--- src/rtl/count_seq_checker_sat_counter.sv ---
// sat_counter: W-bit up counter that sticks at all-ones.
//   clk   - rising-edge clock
//   clr_n - asynchronous active-low clear
//   inc   - increment request for this cycle
//   cnt   - registered count value
module sat_counter #(
  parameter int W = 8
) (
  input  logic         clk,
  input  logic         clr_n,
  input  logic         inc,
  output logic [W-1:0] cnt
);

  always_ff @(posedge clk or negedge clr_n) begin
    if (!clr_n) begin
      cnt <= '0;
    end else if (inc && (cnt != '1)) begin
      cnt <= cnt + W'(1);
    end
  end

endmodule

--- config.mk ---
export PLATFORM = sky130hd
export DESIGN_NAME = sat_counter
export DESIGN_NICKNAME = d
export VERILOG_FILES = /design/src/rtl/count_seq_checker_sat_counter.sv
export SDC_FILE = /design/constraint.sdc
export NUM_CORES = 1
export LEC_CHECK = 0
export BUFFER_PORTS_ARGS = -buffer_cell sky130_fd_sc_hd__buf_2
export CAP_MARGIN = 15
export CELL_PAD_IN_SITES_DETAIL_PLACEMENT = 1
export CELL_PAD_IN_SITES_GLOBAL_PLACEMENT = 1
export CORE_UTILIZATION = 30
export CTS_BUF_LIST = sky130_fd_sc_hd__clkbuf_4
export DETAILED_ROUTE_END_ITERATION = 16
export PLACE_DENSITY_LB_ADDON = 0.08
export SETUP_SLACK_MARGIN = 0.05
export SYNTH_ARGS = -nofsm -noshare
export SYNTH_HDL_FRONTEND = slang
export SYNTH_SLANG_ARGS = --single-unit
--- constraint.sdc ---
create_clock -name clk -period 2.5 [get_ports clk]
set_input_delay 0.375 -clock clk [delete_from_list [all_inputs] [get_ports clk]]
set_output_delay 0.375 -clock clk [all_outputs]
set_load 0.02 [all_outputs]
# Yosys cells after proc, flatten, opt, wreduce, memory -nomap -nowiden
# Cells that the tools add are included.
# classes
div_mod_pow	0
shifts	0
n_reduce_logical	1
bitwise_logic	0
n_addsub	1
magnitude_cmp	0
eq_ne	1
mul	0
mux	0
# op_table
op	n
$add 8x1->8 const B	1
$ne 8x8->1 const B	1
$logic_and 1x1->1	1
# totals
wordCells	4
latch_bits	0
mem_count	0
ff_bits	8
rom_bits	0
ram_bits	0

# Longest topological paths before layout
# Gate-level depths: netlist (run 1).
# logic_depth
depth_word	2
mapped_depth	4
mapped_depth_nobuf	4

# Worst setup path before layout (run 1)
# Ideal clock, no wire load.
# synth_timing
path_kind	reg2reg
startpoint	reg cnt[0]
endpoint	reg cnt[1]
setup_time_ps	128
setup_slack_ps	976
stages_incl_launch_ff	5
path_buffers	0
arrival_time_ps	1397
required_time_ps	2372
cell_sequence	dfrtp_1 > ha_1 > nand4_1 > o21ai_2 > mux2_1
# synth_between
elab_chain_len	2
# synth_rtl
item	line	text
start: declaration	12	output logic [W-1:0] cnt
start signal: assignment	19	cnt <= cnt + W'(1);
parallel branches: the longest is 2 deep, another holds $add 8x1->8	-	
# Several ways; the timed one is not identified.
# A chain may end at the register's enable or synchronous reset.

# Final worst setup path (run 1)
# Ends and elaborated chain as after synthesis.

==> impl_metrics.sql, run 1 <==
INSERT INTO impl_metrics (metric_group, metric, value, unit) VALUES
('yosys', 'synth-async-reset-ratio', '1.00', ''),
('power', 'power.static_leakage', '0.227', 'nW'),
('die', 'die_area', '1510', 'µm²'),
('yosys', 'yosysTopAreaCell', 'sky130_fd_sc_hd__dfrtp_1', ''),
('place', 'postPlaceCellArea', '475', 'µm²'),
('yosys', 'count_of_warnings_emitted_by_yosys', '0', ''),
('finish', 'layout-area-overhead-vs-synth', '24.5', '%'),
('yosys', 'cell_count_after_synthesis', '34', ''),
('finish', 'fraction_of_layout_cells_with_a_size_suffix_above_1', '0.396', ''),
('global_routing', 'grt_first_pass_wirelength', '1580', 'µm'),
('yosys', 'syn_area', '408', 'µm²'),
('yosys', 'synth_seq_cells', '8', ''),
('setup_path', 'r2r.worst_path.cells', '4', ''),
('finish', 'register_bank_with_the_most_flops', 'cnt', ''),
('clock_tree', 'cts_tree', 'done', ''),
('finish', 'nets', '54', ''),
('min_path', 'worstHoldPathType', 'input pin to flip-flop', ''),
('route', 'top_layer_used', 'met4', ''),
('power', 'power_density', '1260', 'nW/µm²'),
('sta', 'maxSlewViolCount', '0', ''),
('finish', 'total_area_of_multi_input_combinational_cells', '204', 'µm²'),
('sta', 'finClkSkew', '11.2', 'ps'),
('yosys', 'main_area_contributors_after_synthesis', 'sky130_fd_sc_hd__dfrtp_1, sky130_fd_sc_hd__a41oi_1, sky130_fd_sc_hd__a311oi_2, sky130_fd_sc_hd__mux2_4, sky130_fd_sc_hd__a31oi_1', ''),
('global_routing', 'grt_remaining_overflow', '0', ''),
('die', 'initial_core_util', '0.344', ''),
('clock_tree', 'cts_setup_buffers', '0', ''),
('sta', 'setup-violations-final', '0', ''),
('sta', 'part_of_the_cycle_the_worst_path_needs', '0.612', ''),
('yosys', 'yosysUniqueCellTypes', '23', ''),
('route', 'met3WireLength', '35', 'µm'),
('clock_tree', 'htree_num_levels', '1', ''),
('finish', 'biggestRegsByFlops', 'cnt x8', ''),
('sta', 'hold_viol', '0', ''),
('setup_path', 'crit_fanout', '5', ''),
('clock_tree', 'clock_latency', '260', 'ps'),
('die', 'std_cell_core_area', '1190', 'µm²'),
('sta', 'grt_setup_unrepaired', 'no', ''),
('setup_path', 'rr_startpoint', 'cnt[0]$_DFFE_PN0P_', ''),
('setup_path', 'setup.worst_path.start_class', 'flip-flop', ''),
('power', 'vdd_ir_drop_max', '549', 'µV'),
('yosys', 'syn_nets', '38', ''),
('setup_path', 'r2r_setup_slack', '970', 'ps'),
('finish', 'antenna-diode-count', '0', ''),
('route', 'detailroute.wirelength.met2', '492', 'µm'),
('finish', 'finalInstanceArea', '508', 'µm²'),
('yosys', 'synth.yosys.seq_area_share', '0.491', ''),
('clock_tree', 'numClockSinks', '8', ''),
('setup_path', 'data_required_time_at_the_worst_endpoint', '2640', 'ps'),
('clock_tree', 'cts.clk_slew.worst_paths', '60', 'ps'),
('route', 'drt_first_iter_violations', '4', ''),
('finish', 'max_ffs_per_register', '8', ''),
('yosys', 'dominant_register_cell_in_the_synthesized_netlist', 'sky130_fd_sc_hd__dfrtp_1', ''),
('die', 'num_rows', '12', ''),
('route', 'detailroute.via_count', '344', ''),
('route', 'wirelength_met1', '443', 'µm'),
('yosys', 'netlist.area_leader.share', '0.491', ''),
('route', 'dr.pass1.iters', '4', ''),
('route', 'detail_route.wirelength', '984', 'µm'),
('place', 'numPortBuffers', '10', ''),
('job', 'timing.max_cap.violations', '0', ''),
('place', 'dp_hpwl', '726', 'µm'),
('die', 'chipHeight', '38.9', 'µm'),
('power', 'total_design_power', '639', 'µW'),
('setup_path', 'crit_type', 'flip-flop to flip-flop', ''),
('global_routing', 'groute.usage.overall', '0.164', ''),
('die', 'fp.dieW', '38.9', 'µm'),
('run_status', 'outcome', 'finished clean', ''),
('place', 'finalWeightedCongestion', '0.692', ''),
('min_path', 'worst_hold_startpoint', 'inc', ''),
('die', 'boundaryPins', '11', ''),
('route', 'antenna_left', '0', '');
[layer usage]
layer / vias to the layer above / track usage
met2: 8 / 0.242
met5: - / 0
met3: 2 / 0.0347
met1: 170 / 0.216
met4: 0 / 0.103
li1: 164 / -
[layout make-up]
cell class	instances	share of cell area
Timing Repair Buffer	11	0.118
Inverter	1	0.00739
Clock buffer	3	0.0443
Multi-Input combinational cell	25	0.401
Sequential cell	8	0.394
Tap cell	14	0.0345
[worst max-delay path by stage]
| stage | from | cells past startpoint | endpoint | slack [ps] |
|---|---|---|---|---|
| 3_3_place_gp | cnt[0]$_DFFE_PN0P_ | 4 | cnt[1]$_DFFE_PN0P_ | 1050 |
| 3_5_place_dp | cnt[0]$_DFFE_PN0P_ | 4 | cnt[1]$_DFFE_PN0P_ | 980 |
| 5_1_grt | cnt[0]$_DFFE_PN0P_ | 4 | cnt[1]$_DFFE_PN0P_ | 870 |
| 4_1_cts | cnt[0]$_DFFE_PN0P_ | 4 | cnt[1]$_DFFE_PN0P_ | 960 |
| 6_report | cnt[0]$_DFFE_PN0P_ | 4 | cnt[1]$_DFFE_PN0P_ | 970 |
| 2_1_floorplan | cnt[0]$_DFFE_PN0P_ | 4 | cnt[1]$_DFFE_PN0P_ | 980 |
[Yosys cell counts (2+ instances only)]
cell	count
sky130_fd_sc_hd__a31oi_1	2
sky130_fd_sc_hd__nand3_1	2
sky130_fd_sc_hd__dfrtp_1	8
sky130_fd_sc_hd__a41oi_1	2
sky130_fd_sc_hd__a21oi_1	2
[critical path, stage by stage (launching register included)]
cell and delay, ps:
sky130_fd_sc_hd__dfrtp_1 410, sky130_fd_sc_hd__ha_1 260, sky130_fd_sc_hd__nand4_1 190, sky130_fd_sc_hd__o21ai_2 220, sky130_fd_sc_hd__mux2_1 340
[where the power goes]
part	total (mW)	internal [mW]	switching, mW	leakage (nW)
clock	0.101	0.0551	0.0459	0.0138
combinational	0.270	0.110	0.160	0.116
sequential	0.268	0.184	0.0840	0.0978
[cell families (layout without fill, tap and decap cells)]
| group | after synthesis | count (layout) | share of synthesized area |
|---|---|---|---|
| fa+ha+maj | 1 | 1 | 0.0307 |
| simple gates | 9 | 9 | 0.150 |
| compound gates | 11 | 11 | 0.212 |
| flops | 8 | 8 | 0.491 |
| xor+xnor | 2 | 2 | 0.0430 |
| mux | 2 | 2 | 0.0644 |
| buf+inv | 1 | 15 | 0.00919 |
[placed cells by master (no fill, tap or decap)]
cell type / synthesis / routed
sky130_fd_sc_hd__a21boi_0: 1 / 1
sky130_fd_sc_hd__a21oi_1: 2 / 2
sky130_fd_sc_hd__a311oi_2: 1 / 1
sky130_fd_sc_hd__a31oi_1: 2 / 2
sky130_fd_sc_hd__a41oi_1: 2 / 2
sky130_fd_sc_hd__and3_4: 1 / 1
sky130_fd_sc_hd__and4_4: 1 / 1
sky130_fd_sc_hd__buf_2: 0 / 10
sky130_fd_sc_hd__clkbuf_4: 0 / 3
sky130_fd_sc_hd__dfrtp_1: 8 / 8
sky130_fd_sc_hd__dlygate4sd3_1: 0 / 1
sky130_fd_sc_hd__ha_1: 1 / 1
sky130_fd_sc_hd__inv_1: 1 / 1
sky130_fd_sc_hd__mux2_1: 1 / 1
sky130_fd_sc_hd__mux2_4: 1 / 1
sky130_fd_sc_hd__nand2_1: 1 / 1
sky130_fd_sc_hd__nand3_1: 2 / 2
sky130_fd_sc_hd__nand3_2: 1 / 1
sky130_fd_sc_hd__nand4_1: 1 / 1
sky130_fd_sc_hd__nor2_1: 1 / 1
sky130_fd_sc_hd__nor3_1: 1 / 1
sky130_fd_sc_hd__o211ai_1: 1 / 1
sky130_fd_sc_hd__o21a_1: 1 / 1
sky130_fd_sc_hd__o21ai_2: 1 / 1
sky130_fd_sc_hd__xnor2_1: 1 / 1
sky130_fd_sc_hd__xor2_1: 1 / 1
[metrics by stage]
stage          std cells  hold WS [ps]  setup slack (ps)   util
2_1_floorplan         34          79.4               976      -
3_3_place_gp          58           225              1050  0.401
3_5_place_dp          58           233               984  0.401
4_1_cts               62           434               963  0.428
5_1_grt               62           470               870  0.428
6_report              62           433               970  0.428
Power figures use the tool's default switching activity.
==> run 2: changes to the inputs <==
clock period = 1.4 ns   (was 2.5 ns; I/O delays follow)
==> run 2 against run 1 <==
Utilization grew 7.5 points. Final area up 17%. Sequential power increased by 76%. Largest cell class unchanged. Flip-flop and latch count stayed put. Clock skew up 3.5 ps. Routed wire length increased by 16%. Clock-buffer cell count increased by 1. Via count is 8.4% higher. Non-clock buffer count up 8. Clock power up 120%.
==> impl_metrics.sql, run 2 (synthesized netlist as in run 1, its figures left out) <==
INSERT INTO impl_metrics (metric_group, metric, value, unit) VALUES
('run_status', 'outcome', 'finished clean', ''),
('clock_tree', 'cts_tree', 'done', ''),
('clock_tree', 'cts.clk_slew.worst_paths', '70', 'ps'),
('setup_path', 'setup.worst_path.start_class', 'flip-flop', ''),
('power', 'power.static_leakage', '0.272', 'nW'),
('finish', 'layout-area-overhead-vs-synth', '46.3', '%'),
('setup_path', 'crit_fanout', '4', ''),
('route', 'detailroute.via_count', '373', ''),
('finish', 'layout.core_utilization', '0.503', ''),
('setup_path', 'timing.critical_path.slowest_cell_delay', '390', 'ps'),
('finish', 'mostFrequentLayoutCells', 'sky130_fd_sc_hd__buf_2, sky130_fd_sc_hd__buf_4, sky130_fd_sc_hd__clkbuf_4, sky130_fd_sc_hd__dfrtp_2, sky130_fd_sc_hd__dfrtp_1', ''),
('finish', 'seqCellArea', '205', 'µm²'),
('place', 'dp_hpwl', '793', 'µm'),
('clock_tree', 'clock-root-buffer', 'sky130_fd_sc_hd__clkbuf_4', ''),
('route', 'dr.pass1.iters', '4', ''),
('die', 'fp.dieW', '38.9', 'µm'),
('die', 'initial_core_util', '0.344', ''),
('sta', 'maxSlewViolCount', '0', ''),
('finish', 'total_area_of_multi_input_combinational_cells', '220', 'µm²'),
('setup_path', 'crit_slowest_cell', 'sky130_fd_sc_hd__dfrtp_2', ''),
('route', 'average_detailed_routed_wire_length_per_instance', '16.1', 'µm'),
('finish', 'biggestRegsByFlops', 'cnt x8', ''),
('place', 'postPlaceCellArea', '520', 'µm²'),
('place', 'pre_cts_ws', '30.8', 'ps'),
('finish', 'finalInstanceArea', '597', 'µm²'),
('place', 'finalWeightedCongestion', '0.672', ''),
('setup_path', 'data_required_time_at_the_worst_endpoint', '1550', 'ps'),
('sta', 'finClkSkew', '14.7', 'ps'),
('die', 'chipHeight', '38.9', 'µm'),
('power', 'vdd_ir_drop_max', '821', 'µV'),
('route', 'route.detailed.vias_per_inst', '5.25', ''),
('global_routing', 'groute.usage.overall', '0.181', ''),
('min_path', 'worstHoldPathType', 'input pin to flip-flop', ''),
('setup_path', 'r2r.worst_path.cells', '4', ''),
('finish', 'fraction_of_layout_cells_with_a_size_suffix_above_1', '0.596', ''),
('clock_tree', 'clk_path_buf_depth', '2', ''),
('finish', 'fillers', '128', ''),
('sta', 'slew_headroom', '0.836', ''),
('route', 'antenna_left', '0', ''),
('place', 'numPortBuffers', '10', ''),
('clock_tree', 'clock_latency', '270', 'ps'),
('sta', 'setup-violations-final', '0', ''),
('global_routing', 'maximum_number_of_pins_on_one_net_before_global_route_repair', '9', ''),
('sta', 'hold_viol', '0', ''),
('sta', 'achievable-frequency', '754', 'MHz'),
('sta', 'worst_slew_pin_slew', '245', 'ps'),
('clock_tree', 'number_of_buffers_created_by_cts', '3', ''),
('min_path', 'number_of_cells_traversed_by_the_worst_hold_path', '3', ''),
('finish', 'register_bank_with_the_most_flops', 'cnt', ''),
('sta', 'setup_slack', '73.7', 'ps'),
('die', 'num_rows', '12', ''),
('sta', 'grt_setup_unrepaired', 'yes', ''),
('setup_path', 'worst-endpoint-arrival', '1480', 'ps'),
('setup_path', 'setup.worst_path.end_class', 'flip-flop', ''),
('finish', 'layout_commonest_cell', 'sky130_fd_sc_hd__buf_2', ''),
('die', 'die_area', '1510', 'µm²'),
('power', 'power_density', '2220', 'nW/µm²'),
('route', 'detail_route.drc_violations', '0', ''),
('route', 'drt_first_iter_violations', '3', ''),
('clock_tree', 'htree_num_levels', '1', ''),
('global_routing', 'via_count_of_the_first_global_routing_pass', '362', ''),
('sta', 'part_of_the_cycle_the_worst_path_needs', '0.947', ''),
('route', 'detail_route.wirelength', '1150', 'µm'),
('global_routing', 'antenna_found_initial', '0', ''),
('global_routing', 'grt_remaining_overflow', '0', ''),
('setup_path', 'crit_type', 'flip-flop to flip-flop', ''),
('die', 'boundaryPins', '11', ''),
('setup_path', 'critical_path.cell_chain', 'ha_4 > nand4_1 > o21ai_2 > mux2_4', ''),
('finish', 'nets', '62', ''),
('job', 'timing.max_cap.violations', '0', ''),
('die', 'std_cell_core_area', '1190', 'µm²'),
('global_routing', 'grt_first_pass_wirelength', '1750', 'µm'),
('finish', 'max_ffs_per_register', '8', ''),
('sta', 'finalWorstPathRequiredPeriod', '1330', 'ps'),
('finish', 'antenna-diode-count', '0', ''),
('clock_tree', 'numClockSinks', '8', '');
==> run 2: critical path: cells and delay by family, from the launching register on <==
kind,cells,cell delay (ps)
simple gates,1,140
compound gates,1,220
flops,1,390
mux,1,310
fa+ha+maj,1,150
==> run 2: layout make-up <==
cell class              instances  share of cell area
repair buffers                 19               0.201
clock buffers                   4              0.0503
flip-flops and latches          8               0.344
well taps                      14              0.0294
inverters                       1             0.00629
multi-input cells              25               0.369
==> run 2: through the flow <==
step           std cells  total power, mW  hold WS (ps)  setup TNS (ps)
3_5_place_dp          62             1.01          63.6               0
4_1_cts               69             1.28           272               0
6_report              71             1.33           274               0
2_1_floorplan         34            0.814         -85.6           -13.0
5_1_grt               71             1.42           292               0
3_3_place_gp          62            0.971          59.2               0
==> run 2: routing by layer <==
layer	global-route usage	vias to the layer above	share of wire
li1	-	183	-
met5	0	-	0
met1	0.228	179	0.46
met4	0.0776	0	0.015
met3	0.0520	2	0.037
met2	0.283	9	0.49
==> run 2: what timing repair did <==
action                                 in CTS  in global routing
resized for setup                           0                  3
setup buffers                               2                  2
hold buffers                                1                  0
cloned                                      0                  0
endpoints found under the hold margin       8                  0
pin swaps                                   1                  4
setup endpoints to repair                   1                  3
==> run 2: final timing paths <==
| path | start | end | slack, ps |
|---|---|---|---|
| setup reg to reg | cnt[0]$_DFFE_PN0P_ | cnt[1]$_DFFE_PN0P_ | 70 |
| hold / removal | inc | cnt[2]$_DFFE_PN0P_ | 270 |
| hold reg to reg | cnt[4]$_DFFE_PN0P_ | cnt[4]$_DFFE_PN0P_ | 530 |
| setup / recovery | cnt[0]$_DFFE_PN0P_ | cnt[1]$_DFFE_PN0P_ | 70 |
| min in group asynchronous | clr_n | cnt[2]$_DFFE_PN0P_ | 310 |
| max in group asynchronous | clr_n | cnt[3]$_DFFE_PN0P_ | 890 |
==> run 2: power breakdown <==
group	total (mW)	switching (mW)	internal, mW	leakage (nW)
Combinational	0.631	0.330	0.301	0.160
Clock	0.222	0.0927	0.129	0.0184
Sequential	0.473	0.133	0.340	0.0938
==> run 3: changes to the inputs <==
BUFFER_PORTS_ARGS = -buffer_cell sky130_fd_sc_hd__buf_4   (was -buffer_cell sky130_fd_sc_hd__buf_2)
==> run 3 against run 2 <==
Worst hold slack gained 8.7 ps. Cell count shrank 1.4%. Sequential share of layout area shrank 1.3 points. Final area grew 2.5%. Critical path depth is the same. Combinational power grew 5.9%. Global-route usage shrank 1.9 points. Worst setup slack lost 3.4 ps. Critical path type unchanged.
==> impl_metrics.sql, run 3 (synthesized netlist as in run 1, its figures left out) <==
INSERT INTO impl_metrics (metric_group, metric, value, unit) VALUES
('route', 'antenna_left', '0', ''),
('setup_path', 'critPathCapture', 'cnt[1]$_DFFE_PN0P_', ''),
('finish', 'biggestRegsByFlops', 'cnt x8', ''),
('setup_path', 'r2r_setup_slack', '70', 'ps'),
('clock_tree', 'cts_tree', 'done', ''),
('route', 'average_detailed_routed_wire_length_per_instance', '14.3', 'µm'),
('setup_path', 'setup.worst_path.end_class', 'flip-flop', ''),
('place', 'finalWeightedCongestion', '0.705', ''),
('die', 'initial_core_util', '0.344', ''),
('run_status', 'outcome', 'finished clean', ''),
('setup_path', 'crit_fanout', '5', ''),
('power', 'vdd_ir_drop_max', '878', 'µV'),
('sta', 'setup-violations-final', '0', ''),
('finish', 'fraction_of_layout_cells_with_a_size_suffix_above_1', '0.554', ''),
('power', 'total_design_power', '1.37', 'mW'),
('finish', 'max_ffs_per_register', '8', ''),
('die', 'num_rows', '12', ''),
('global_routing', 'groute.usage.overall', '0.162', ''),
('global_routing', 'via_count_of_the_first_global_routing_pass', '370', ''),
('place', 'numPlacedInstances', '62', ''),
('die', 'die_area', '1510', 'µm²'),
('route', 'wirelength_met1', '434', 'µm'),
('finish', 'antenna-diode-count', '0', ''),
('power', 'power.static_leakage', '0.274', 'nW'),
('setup_path', 'rr_startpoint', 'cnt[1]$_DFFE_PN0P_', ''),
('die', 'std_cell_core_area', '1190', 'µm²'),
('route', 'detail_route.wirelength', '1000', 'µm'),
('setup_path', 'crit_type', 'flip-flop to flip-flop', ''),
('min_path', 'worstHoldPathType', 'input pin to flip-flop', ''),
('die', 'chipHeight', '38.9', 'µm'),
('setup_path', 'worstSetupStartpoint', 'cnt[1]$_DFFE_PN0P_', ''),
('sta', 'achievable-frequency', '752', 'MHz'),
('route', 'detailroute.via_count', '372', ''),
('setup_path', 'setup.worst_path.start_class', 'flip-flop', ''),
('finish', 'register_bank_with_the_most_flops', 'cnt', ''),
('clock_tree', 'clk_path_buf_depth', '2', ''),
('sta', 'finClkSkew', '12.5', 'ps'),
('global_routing', 'antenna_found_initial', '0', ''),
('route', 'met3WireLength', '39', 'µm'),
('clock_tree', 'clock_latency', '270', 'ps'),
('sta', 'part_of_the_cycle_the_worst_path_needs', '0.950', ''),
('sta', 'maxSlewViolCount', '0', ''),
('setup_path', 'data_required_time_at_the_worst_endpoint', '1560', 'ps'),
('clock_tree', 'numClockSinks', '8', ''),
('setup_path', 'reg_to_reg_critical_path_endpoint', 'cnt[1]$_DFFE_PN0P_', ''),
('setup_path', 'r2r.worst_path.cells', '4', ''),
('global_routing', 'maximum_number_of_pins_on_one_net_before_global_route_repair', '9', ''),
('route', 'detail_route.drc_violations', '0', ''),
('finish', 'finalInstanceArea', '612', 'µm²'),
('clock_tree', 'cts.clk_slew.worst_paths', '70', 'ps'),
('finish', 'final_cells', '70', ''),
('die', 'fp.dieW', '38.9', 'µm'),
('power', 'power_density', '2240', 'nW/µm²'),
('finish', 'layout-area-overhead-vs-synth', '50.0', '%'),
('finish', 'layout_commonest_cell', 'sky130_fd_sc_hd__buf_4', ''),
('clock_tree', 'htree_num_levels', '1', ''),
('global_routing', 'grt_remaining_overflow', '0', ''),
('sta', 'hold_viol', '0', ''),
('route', 'detailroute.wirelength.met2', '509', 'µm'),
('finish', 'mostFrequentLayoutCells', 'sky130_fd_sc_hd__buf_4, sky130_fd_sc_hd__dfrtp_1, sky130_fd_sc_hd__clkbuf_4', ''),
('sta', 'worst_slew_pin_slew', '239', 'ps'),
('route', 'route.detailed.vias_per_inst', '5.31', ''),
('route', 'top_layer_used', 'met4', ''),
('sta', 'grt_setup_unrepaired', 'yes', ''),
('place', 'numPortBuffers', '10', ''),
('finish', 'nets', '61', ''),
('sta', 'finalWorstPathRequiredPeriod', '1330', 'ps'),
('finish', 'fillers', '137', ''),
('sta', 'slew_headroom', '0.841', ''),
('route', 'drt_first_iter_violations', '6', ''),
('place', 'postPlaceCellArea', '546', 'µm²'),
('job', 'timing.max_cap.violations', '0', ''),
('die', 'boundaryPins', '11', ''),
('global_routing', 'grt_first_pass_wirelength', '1570', 'µm'),
('min_path', 'number_of_cells_traversed_by_the_worst_hold_path', '3', ''),
('clock_tree', 'clock-root-buffer', 'sky130_fd_sc_hd__clkbuf_4', ''),
('clock_tree', 'number_of_buffers_created_by_cts', '3', ''),
('setup_path', 'worst-endpoint-arrival', '1490', 'ps'),
('route', 'dr.pass1.iters', '3', '');
[run 3: changes by cell type in the layout (fill, tap and decap cells not counted), sizes merged]
| cell | change |
|---|---|
| buf | -1 |
[run 3: worst max-delay path: stages, from the launching register on]
cell and delay (ps):
sky130_fd_sc_hd__dfrtp_2 400, sky130_fd_sc_hd__ha_4 160, sky130_fd_sc_hd__nand4_1 130, sky130_fd_sc_hd__o21ai_2 210
sky130_fd_sc_hd__mux2_4 310
[run 3: report_power, final]
| part | internal, mW | total, mW | switching, mW |
|---|---|---|---|
| clock network | 0.129 | 0.223 | 0.0935 |
| logic | 0.350 | 0.668 | 0.317 |
| registers | 0.334 | 0.478 | 0.144 |
| total | 0.813 | 1.37 | 0.555 |
[run 3: stage by stage]
step | hold slack, ps | util | setup slack [ps] | setup TNS (ps)
6_report | 283 | 0.516 | 70.3 | 0
5_1_grt | 295 | 0.516 | 17.9 | 0
4_1_cts | 286 | 0.500 | 53.4 | 0
3_5_place_dp | 34.0 | 0.460 | 15.3 | 0
3_3_place_gp | 32.2 | 0.460 | 74.0 | 0
2_1_floorplan | -85.6 | - | -13.0 | -13.0
[run 3: how the worst min path moves through the flow]
stage          start            endpoint  slack (ps)
2_1_floorplan  clr_n  cnt[0]$_DFFE_PN0P_         -90
3_3_place_gp   clr_n  cnt[2]$_DFFE_PN0P_          30
3_5_place_dp   clr_n  cnt[6]$_DFFE_PN0P_          30
4_1_cts        clr_n  cnt[7]$_DFFE_PN0P_         290
5_1_grt        clr_n  cnt[7]$_DFFE_PN0P_         300
6_report         inc  cnt[2]$_DFFE_PN0P_         280
[run 3: layer usage]
layer	up-vias	track usage
met2	7	0.271
li1	179	-
met4	0	0.103
met1	184	0.173
met5	-	0
met3	2	0.0520
[run 3: final cells by class]
cell class | instances | area, µm² | area share
Timing Repair Buffer | 18 | 138 | 0.225
Sequential cell | 8 | 203 | 0.331
Clock buffer | 4 | 30.0 | 0.0491
Multi-Input combinational cell | 25 | 220 | 0.360
Inverter | 1 | 3.75 | 0.00613
Tap cell | 14 | 17.5 | 0.0286
[run 3: timing repair]
| action | in CTS | in global routing |
|---|---|---|
| resized for setup | 0 | 1 |
| endpoints found under the hold margin | 8 | 0 |
| pin swaps | 1 | 2 |
| setup buffers | 1 | 2 |
| endpoints found under the setup margin | 1 | 2 |
| hold buffers | 1 | 0 |
